[config.mk]
export PLATFORM = sky130hd
export DESIGN_NAME = exc_ctrl_flat
export DESIGN_NICKNAME = d
export VERILOG_FILES = /design/src/rtl/exc_pkg.sv /design/src/rtl/exc_ctrl_if.sv /design/src/rtl/exc_prio_enc.sv /design/src/rtl/exc_ctrl.sv /design/src/flat_wrapper.sv
export SDC_FILE = /design/constraint.sdc
export NUM_CORES = 1
export LEC_CHECK = 0
export ABC_AREA = 1
export CAP_MARGIN = 30
export CORE_ASPECT_RATIO = 1.5
export CORE_MARGIN = 2
export CORE_UTILIZATION = 32
export DETAILED_ROUTE_END_ITERATION = 10
export GPL_TIMING_DRIVEN = 0
export PLACE_DENSITY = 0.77
export SYNTH_ARGS = -nofsm -noshare
export SYNTH_HDL_FRONTEND = slang
export SYNTH_SLANG_ARGS = --single-unit
[constraint.sdc]
create_clock -name clk -period 1.6 [get_ports clk]
set_input_delay 0.32 -clock clk [delete_from_list [all_inputs] [get_ports clk]]
set_output_delay 0.32 -clock clk [all_outputs]
set_load 0.1 [all_outputs]
[src/rtl/exc_pkg.sv]
// Shared ExcCode values, FSM state encoding and default vectors for the
// exception sequencer.
`default_nettype none

package exc_pkg;

  localparam logic [4:0] EXC_INT  = 5'd0;
  localparam logic [4:0] EXC_ADEL = 5'd4;
  localparam logic [4:0] EXC_SYS  = 5'd8;
  localparam logic [4:0] EXC_BP   = 5'd9;
  localparam logic [4:0] EXC_RI   = 5'd10;
  localparam logic [4:0] EXC_OV   = 5'd12;
  localparam logic [4:0] EXC_TR   = 5'd13;

  localparam logic [31:0] DEF_VEC_ADDR = 32'h0000_0180;
  localparam logic [31:0] DEF_RST_VEC  = 32'h0000_0000;

  typedef enum logic [1:0] {
    IDLE   = 2'd0,
    SAVE   = 2'd1,
    VECTOR = 2'd2,
    RET    = 2'd3
  } exc_state_t;

endpackage

`default_nettype wire

[src/rtl/exc_ctrl_if.sv]
// Pipeline/CP0 signal bundle of the exception sequencer; the slave modport
// is the sequencer side, the master modport the pipeline/CP0 side.
`default_nettype none

interface exc_ctrl_if;
  logic [4:0]  Int;
  logic        Addr_Err;
  logic        EXC_RI;
  logic        EXC_Sys;
  logic        EXC_Bp;
  logic        EXC_Ov;
  logic        EXC_Tr;
  logic        ERET;
  logic [31:0] pc_cur;
  logic        sr_ie;
  logic        sr_exl;
  logic [4:0]  sr_im;
  logic [31:0] epc_in;
  logic        stall;
  logic        flush;
  logic        pc_sel;
  logic [31:0] pc_target;
  logic        epc_we;
  logic [31:0] epc_wdata;
  logic        cause_we;
  logic [4:0]  cause_exccode;
  logic [4:0]  cause_ip;
  logic        exl_set;
  logic        exl_clr;
  logic        busy;

  modport slave (
    input  Int, Addr_Err, EXC_RI, EXC_Sys, EXC_Bp, EXC_Ov, EXC_Tr, ERET,
           pc_cur, sr_ie, sr_exl, sr_im, epc_in,
    output stall, flush, pc_sel, pc_target, epc_we, epc_wdata, cause_we,
           cause_exccode, cause_ip, exl_set, exl_clr, busy
  );

  modport master (
    output Int, Addr_Err, EXC_RI, EXC_Sys, EXC_Bp, EXC_Ov, EXC_Tr, ERET,
           pc_cur, sr_ie, sr_exl, sr_im, epc_in,
    input  stall, flush, pc_sel, pc_target, epc_we, epc_wdata, cause_we,
           cause_exccode, cause_ip, exl_set, exl_clr, busy
  );
endinterface

`default_nettype wire

[src/rtl/exc_prio_enc.sv]
// Fixed-priority exception encoder: picks the highest-priority pending
// cause and reports {valid, exccode}.
`default_nettype none

module exc_prio_enc
  import exc_pkg::*;
(
  input  wire logic       addr_err,
  input  wire logic       ri,
  input  wire logic       sys,
  input  wire logic       bp,
  input  wire logic       ov,
  input  wire logic       tr,
  input  wire logic       int_req,
  output logic            valid,
  output logic [4:0]      exccode
);

  always_comb begin
    valid   = 1'b1;
    exccode = EXC_INT;
    if (addr_err)     exccode = EXC_ADEL;
    else if (ri)      exccode = EXC_RI;
    else if (sys)     exccode = EXC_SYS;
    else if (bp)      exccode = EXC_BP;
    else if (ov)      exccode = EXC_OV;
    else if (tr)      exccode = EXC_TR;
    else if (int_req) exccode = EXC_INT;
    else              valid   = 1'b0;
  end

endmodule

`default_nettype wire

[src/rtl/exc_ctrl.sv]
// Exception/interrupt sequencer driving CP0 EPC/Cause/EXL writes and the PC
// redirect. Optional macro EXC_INT_SYNC_EN adds a 2-flop Int synchroniser.
`default_nettype none

module exc_ctrl
  import exc_pkg::*;
#(
  parameter logic [31:0] VEC_ADDR = DEF_VEC_ADDR,
  parameter logic [31:0] RST_VEC  = DEF_RST_VEC
) (
  input  wire logic   clk,
  input  wire logic   rst,
  exc_ctrl_if.slave   bus
);

  exc_state_t  r_state;
  exc_state_t  w_next;
  logic [31:0] r_pc;
  logic [4:0]  r_code;
  logic [4:0]  w_int;
  logic        w_int_req;
  logic        w_valid;
  logic [4:0]  w_code;

`ifdef EXC_INT_SYNC_EN
  logic [4:0] r_int_s1;
  logic [4:0] r_int_s2;

  always_ff @(posedge clk or negedge rst) begin
    if (!rst) begin
      r_int_s1 <= '0;
      r_int_s2 <= '0;
    end else begin
      r_int_s1 <= bus.Int;
      r_int_s2 <= r_int_s1;
    end
  end

  assign w_int = r_int_s2;
`else
  assign w_int = bus.Int;
`endif

  assign bus.cause_ip = w_int & bus.sr_im;
  assign w_int_req    = bus.sr_ie & ~bus.sr_exl & (|bus.cause_ip);

  exc_prio_enc u_prio (
    .addr_err (bus.Addr_Err),
    .ri       (bus.EXC_RI),
    .sys      (bus.EXC_Sys),
    .bp       (bus.EXC_Bp),
    .ov       (bus.EXC_Ov),
    .tr       (bus.EXC_Tr),
    .int_req  (w_int_req),
    .valid    (w_valid),
    .exccode  (w_code)
  );

  always_ff @(posedge clk or negedge rst) begin
    if (!rst) begin
      r_state <= IDLE;
      r_pc    <= RST_VEC;
      r_code  <= EXC_INT;
    end else begin
      r_state <= w_next;
      if (r_state == IDLE && w_valid) begin
        r_pc   <= bus.pc_cur;
        r_code <= w_code;
      end
    end
  end

  // Outputs are a pure decode of the state so an async reset clears them at once.
  always_comb begin
    w_next            = r_state;
    bus.stall         = 1'b0;
    bus.flush         = 1'b0;
    bus.pc_sel        = 1'b0;
    bus.pc_target     = RST_VEC;
    bus.epc_we        = 1'b0;
    bus.epc_wdata     = r_pc;
    bus.cause_we      = 1'b0;
    bus.cause_exccode = r_code;
    bus.exl_set       = 1'b0;
    bus.exl_clr       = 1'b0;
    bus.busy          = 1'b0;
    case (r_state)
      IDLE: begin
        if (w_valid)       w_next = SAVE;
        else if (bus.ERET) w_next = RET;
      end
      SAVE: begin
        bus.stall    = 1'b1;
        bus.epc_we   = 1'b1;
        bus.cause_we = 1'b1;
        bus.exl_set  = 1'b1;
        bus.busy     = 1'b1;
        w_next       = VECTOR;
      end
      VECTOR: begin
        bus.stall     = 1'b1;
        bus.pc_sel    = 1'b1;
        bus.pc_target = VEC_ADDR;
        bus.flush     = 1'b1;
        bus.busy      = 1'b1;
        w_next        = IDLE;
      end
      RET: begin
        bus.stall     = 1'b1;
        bus.pc_sel    = 1'b1;
        bus.pc_target = bus.epc_in;
        bus.exl_clr   = 1'b1;
        bus.flush     = 1'b1;
        bus.busy      = 1'b1;
        w_next        = IDLE;
      end
      default: w_next = IDLE;
    endcase
  end

endmodule

`default_nettype wire

[src/flat_wrapper.sv]
// flat-port wrapper written by rule: the top's interface ports become plain ports
module exc_ctrl_flat import exc_pkg::*;
#(
  parameter logic [31:0] VEC_ADDR = DEF_VEC_ADDR,
  parameter logic [31:0] RST_VEC  = DEF_RST_VEC
)
  (clk, rst, bus_Int, bus_Addr_Err, bus_EXC_RI, bus_EXC_Sys, bus_EXC_Bp, bus_EXC_Ov, bus_EXC_Tr, bus_ERET, bus_pc_cur, bus_sr_ie, bus_sr_exl, bus_sr_im, bus_epc_in, bus_stall, bus_flush, bus_pc_sel, bus_pc_target, bus_epc_we, bus_epc_wdata, bus_cause_we, bus_cause_exccode, bus_cause_ip, bus_exl_set, bus_exl_clr, bus_busy);
  exc_ctrl_if bus_i ();
  input  wire logic clk;
  input  wire logic rst;
  input wire logic [$bits(bus_i.Int)-1:0] bus_Int;
  input wire logic [$bits(bus_i.Addr_Err)-1:0] bus_Addr_Err;
  input wire logic [$bits(bus_i.EXC_RI)-1:0] bus_EXC_RI;
  input wire logic [$bits(bus_i.EXC_Sys)-1:0] bus_EXC_Sys;
  input wire logic [$bits(bus_i.EXC_Bp)-1:0] bus_EXC_Bp;
  input wire logic [$bits(bus_i.EXC_Ov)-1:0] bus_EXC_Ov;
  input wire logic [$bits(bus_i.EXC_Tr)-1:0] bus_EXC_Tr;
  input wire logic [$bits(bus_i.ERET)-1:0] bus_ERET;
  input wire logic [$bits(bus_i.pc_cur)-1:0] bus_pc_cur;
  input wire logic [$bits(bus_i.sr_ie)-1:0] bus_sr_ie;
  input wire logic [$bits(bus_i.sr_exl)-1:0] bus_sr_exl;
  input wire logic [$bits(bus_i.sr_im)-1:0] bus_sr_im;
  input wire logic [$bits(bus_i.epc_in)-1:0] bus_epc_in;
  output wire logic [$bits(bus_i.stall)-1:0] bus_stall;
  output wire logic [$bits(bus_i.flush)-1:0] bus_flush;
  output wire logic [$bits(bus_i.pc_sel)-1:0] bus_pc_sel;
  output wire logic [$bits(bus_i.pc_target)-1:0] bus_pc_target;
  output wire logic [$bits(bus_i.epc_we)-1:0] bus_epc_we;
  output wire logic [$bits(bus_i.epc_wdata)-1:0] bus_epc_wdata;
  output wire logic [$bits(bus_i.cause_we)-1:0] bus_cause_we;
  output wire logic [$bits(bus_i.cause_exccode)-1:0] bus_cause_exccode;
  output wire logic [$bits(bus_i.cause_ip)-1:0] bus_cause_ip;
  output wire logic [$bits(bus_i.exl_set)-1:0] bus_exl_set;
  output wire logic [$bits(bus_i.exl_clr)-1:0] bus_exl_clr;
  output wire logic [$bits(bus_i.busy)-1:0] bus_busy;
  assign bus_i.Int = bus_Int;
  assign bus_i.Addr_Err = bus_Addr_Err;
  assign bus_i.EXC_RI = bus_EXC_RI;
  assign bus_i.EXC_Sys = bus_EXC_Sys;
  assign bus_i.EXC_Bp = bus_EXC_Bp;
  assign bus_i.EXC_Ov = bus_EXC_Ov;
  assign bus_i.EXC_Tr = bus_EXC_Tr;
  assign bus_i.ERET = bus_ERET;
  assign bus_i.pc_cur = bus_pc_cur;
  assign bus_i.sr_ie = bus_sr_ie;
  assign bus_i.sr_exl = bus_sr_exl;
  assign bus_i.sr_im = bus_sr_im;
  assign bus_i.epc_in = bus_epc_in;
  assign bus_stall = bus_i.stall;
  assign bus_flush = bus_i.flush;
  assign bus_pc_sel = bus_i.pc_sel;
  assign bus_pc_target = bus_i.pc_target;
  assign bus_epc_we = bus_i.epc_we;
  assign bus_epc_wdata = bus_i.epc_wdata;
  assign bus_cause_we = bus_i.cause_we;
  assign bus_cause_exccode = bus_i.cause_exccode;
  assign bus_cause_ip = bus_i.cause_ip;
  assign bus_exl_set = bus_i.exl_set;
  assign bus_exl_clr = bus_i.exl_clr;
  assign bus_busy = bus_i.busy;
  exc_ctrl #(.VEC_ADDR(VEC_ADDR), .RST_VEC(RST_VEC)) u_core (.clk(clk), .rst(rst), .bus(bus_i));
endmodule
==> out/metrics.sh <==
OUTCOME='finished, violations left'
VIOLATED_CHECKS='negative setup slack'
FILLERS=408
LAYOUT.CORE_UTILIZATION_PCT=77.84
MET3_LENGTH_UM=794
DIE_X_UM=68.50
SEQUENTIAL_FRACTION_OF_THE_SYNTHESIS_AREA_PCT=47.62
YOSYS_WARNINGS=0
R2R.WORST_PATH.CELLS=7
CP_DATA_REQUIRED_TIME_NS=1.28
GRT_ANTENNA_BEFORE_REPAIR=0
ROUTE.ANTENNA.REMAINING_NETS=0
HOLD_VIOL=0
PLACEMENT.IO_BUFFERS=165
FMAXACHIEVABLE_MHz=567.6
ENDPOINT_KIND='output pin'
FIRST_GLOBAL_VIAS=2381
WHS_NS=0.1341
SYN_INST=276
HOLD_CLASS='in2async'
MAXUSEDROUTINGLAYER='met4'
CRITICAL_PATH_PEAK_FANOUT=7
MAXCAPVIOLCOUNT=0
MOSTFREQUENTLAYOUTCELLS='sky130_fd_sc_hd__nand2_1 (85), sky130_fd_sc_hd__clkdlybuf4s50_1 (83), sky130_fd_sc_hd__inv_1 (44), sky130_fd_sc_hd__nand3_1 (37), sky130_fd_sc_hd__buf_12 (37)'
R2R_SLACK_NS=0.12
AVGVIACOUNTPERCELL=4.585
WORST-SLEW-PIN-TRANSITION_NS=0.8432
DRIVE_ABOVE_1_SHARE_PCT=35.95
CLK_PIN_SLEW_WORST_PATHS_NS=0.08
NUMBER_OF_DESIGN_RULE_VIOLATIONS_LEFT_AFTER_DETAIL_ROUTING=0
DP_HPWL_MM=5.313
WIRE_LENGTH_OF_THE_FIRST_GLOBAL_ROUTING_PASS_MM=11.65
DRTITER0DRC=74
ANTENNA_CELLS_INSERTED=0
SYNTHESIZED_NET_COUNT=361
INITIAL_UTILIZATION_PCT=32.81
POST_SYNTH_INSTANCE_AREA_UM2=1997
RR_ENDPOINT='u_core.r_state[0]$_DFFE_PN0P_'
DIEHEIGHT_UM=100.8
ROUTE.VIAS.TOTAL=2444
NUMCTSBUFFERS=5
CLOCK_INSERTION_DELAY_WORST_SKEW_NS=0.28
TNS_NS=-3.709
GRT_SETUP_UNREPAIRED='true'
TIMING.FINAL.SETUP_VIOLATIONS=36
CORE_AREA_UM2=6087
IO_PINS=167
POST_DRT_WL_PER_CELL_UM=15.79
FF_LATCH_COUNT_SYNTH=38
PERIOD_MINUS_SLACK_NS=1.762
DRT_PASS_1_ITERS=4
FINALWEIGHTEDCONGESTION=0.7616
R2R_START='u_core.r_state[0]$_DFFE_PN0P_'
WORST-ENDPOINT-ARRIVAL_NS=1.44
GRT_MAX_DEGREE=39
POST_SYNTHESIS_AREA_PER_INSTANCE_UM2=7.235
FINAL_WL_MM=8.416
FINISH.NET_COUNT=543
FIN_SKEW_NS=0.001001
CTS_HTREE_LEVELS=2
AREA_GROWTH_PCT=137.3
CTS_SINKS=38
TOTAL_GLOBAL_ROUTE_TRACK_USAGE_PCT=22.60
TRITONCTS_CLOCK_TREE='yes'
POST-ROUTE-PERIOD-UTIL_PCT=110.1
PLACEMENT_ROWS=35
WL_MET1_MM=2.883
TIMING_WORST_SETUP_PATH_TYPE='reg2out'
PRE_CTS_SLACK_NS=-0.9173
LEFTOVER_OVERFLOW_AT_THE_END_OF_GLOBAL_ROUTING=0
CLOCK_PATH_BUFFERS=2
FINALWORSTSETUPSLACK_NS=-0.1620
LAYOUT_COMMONEST_CELL='sky130_fd_sc_hd__nand2_1'
STARTPOINT_TYPE='flip-flop'
SYNTH.LIB_CELLS_USED.DISTINCT=21
DESIGN.DIE.AREA_UM2=6901
MAX-SLEW-MARGIN-REL_PCT=43.79
CLK_ROOT_BUFFER_CELL='sky130_fd_sc_hd__clkbuf_8'
REPORT.FINAL.SLEW_VIOL_COUNT=0
ROUTE.MET2.WL_MM=4.545
## flip-flops by register name, summed over array words and instances, names as in the netlist
signal and flops:
u_core.bus.cause_exccode 4, u_core.bus.epc_wdata 32, u_core.r_state 2
## Yosys cell counts
| master | instances | area [um^2] |
|---|---|---|
| sky130_fd_sc_hd__clkbuf_1 | 5 | 18.77 |
| sky130_fd_sc_hd__nor2_2 | 2 | 12.51 |
| sky130_fd_sc_hd__nand2_8 | 1 | 20.02 |
| sky130_fd_sc_hd__nor2_1 | 37 | 138.9 |
| sky130_fd_sc_hd__conb_1 | 1 | 3.750 |
| sky130_fd_sc_hd__nand2_4 | 1 | 11.26 |
| sky130_fd_sc_hd__a21oi_1 | 1 | 5.000 |
| sky130_fd_sc_hd__o21bai_2 | 1 | 11.26 |
| sky130_fd_sc_hd__buf_2 | 5 | 25.02 |
| sky130_fd_sc_hd__buf_4 | 5 | 37.54 |
| sky130_fd_sc_hd__nand3_1 | 37 | 185.2 |
| sky130_fd_sc_hd__o21ai_0 | 1 | 5.000 |
| sky130_fd_sc_hd__nand3_2 | 1 | 10.01 |
| sky130_fd_sc_hd__dfrtp_1 | 38 | 950.9 |
| sky130_fd_sc_hd__nand2_1 | 86 | 322.8 |
| sky130_fd_sc_hd__nand3b_1 | 1 | 7.510 |
| sky130_fd_sc_hd__nor2_4 | 1 | 11.26 |
| sky130_fd_sc_hd__inv_1 | 47 | 176.4 |
| sky130_fd_sc_hd__buf_1 | 1 | 3.750 |
| sky130_fd_sc_hd__nand4_1 | 1 | 6.260 |
| sky130_fd_sc_hd__buf_6 | 3 | 33.78 |
## stage by stage
stage          area [um^2]  cells
3_5_place_dp          4025    515
3_3_place_gp          4030    515
6_report              4738    533
4_1_cts               4668    530
5_1_grt               4738    533
2_1_floorplan         2286    276
## worst max-delay path: stages (launching register included)
cell and delay (ns):
sky130_fd_sc_hd__dfrtp_2 0.42, sky130_fd_sc_hd__buf_12 0.12, sky130_fd_sc_hd__nand2_8 0.08, sky130_fd_sc_hd__clkbuf_16 0.19
sky130_fd_sc_hd__nor2_4 0.16, sky130_fd_sc_hd__buf_12 0.19
## cells by family (layout without fill, tap and decap cells)
group | count (synthesis) | after routing | synth area share (%)
buffers and inverters | 66 | 249 | 14.79
flip-flops | 38 | 38 | 47.62
AND/OR/NAND/NOR | 168 | 168 | 36.34
other | 1 | 1 | 0.1878
AO/OA/AOI/OAI | 3 | 3 | 1.065
## metal layers
| metal | GRT usage (%) | vias to the layer above |
|---|---|---|
| met5 | 0 | - |
| met4 | 7.231 | 0 |
| met3 | 5.922 | 14 |
| met2 | 40.68 | 122 |
| met1 | 24.89 | 1136 |
| li1 | - | 1172 |
## cell type report
type                    instances  area, um^2  area share (%)
well taps                      74       92.59           1.954
repair buffers                175        2188           46.18
flip-flops and latches         38       953.4           20.12
multi-input cells             172        1020           21.52
plain buffers                  19       206.4           4.357
clock buffers                   6       82.58           1.743
inverters                      47       182.7           3.855
clock inverters                 2       12.51          0.2641
## timing repair
| action | CTS | global route |
|---|---|---|
| hold buffers | 0 | 0 |
| gates cloned | 3 | 0 |
| pin swaps | 9 | 2 |
| gates resized for setup | 500 | 16 |
| setup buffers | 4 | 3 |
| endpoints found under the setup margin | 81 | 49 |
## worst max path at each step
stage                                  start                to
6_report       u_core.r_state[0]$_DFFE_PN0P_  bus_pc_target[9]
2_1_floorplan  u_core.r_state[1]$_DFFE_PN0P_         bus_stall
3_5_place_dp   u_core.r_state[1]$_DFFE_PN0P_         bus_stall
4_1_cts        u_core.r_state[0]$_DFFE_PN0P_       bus_exl_clr
3_3_place_gp   u_core.r_state[1]$_DFFE_PN0P_         bus_stall
5_1_grt        u_core.r_state[0]$_DFFE_PN0P_  bus_pc_target[9]
Power is left out: the tool's default activity adds up to more than one toggle a clock period on the data nets, which glitch-free logic cannot reach.
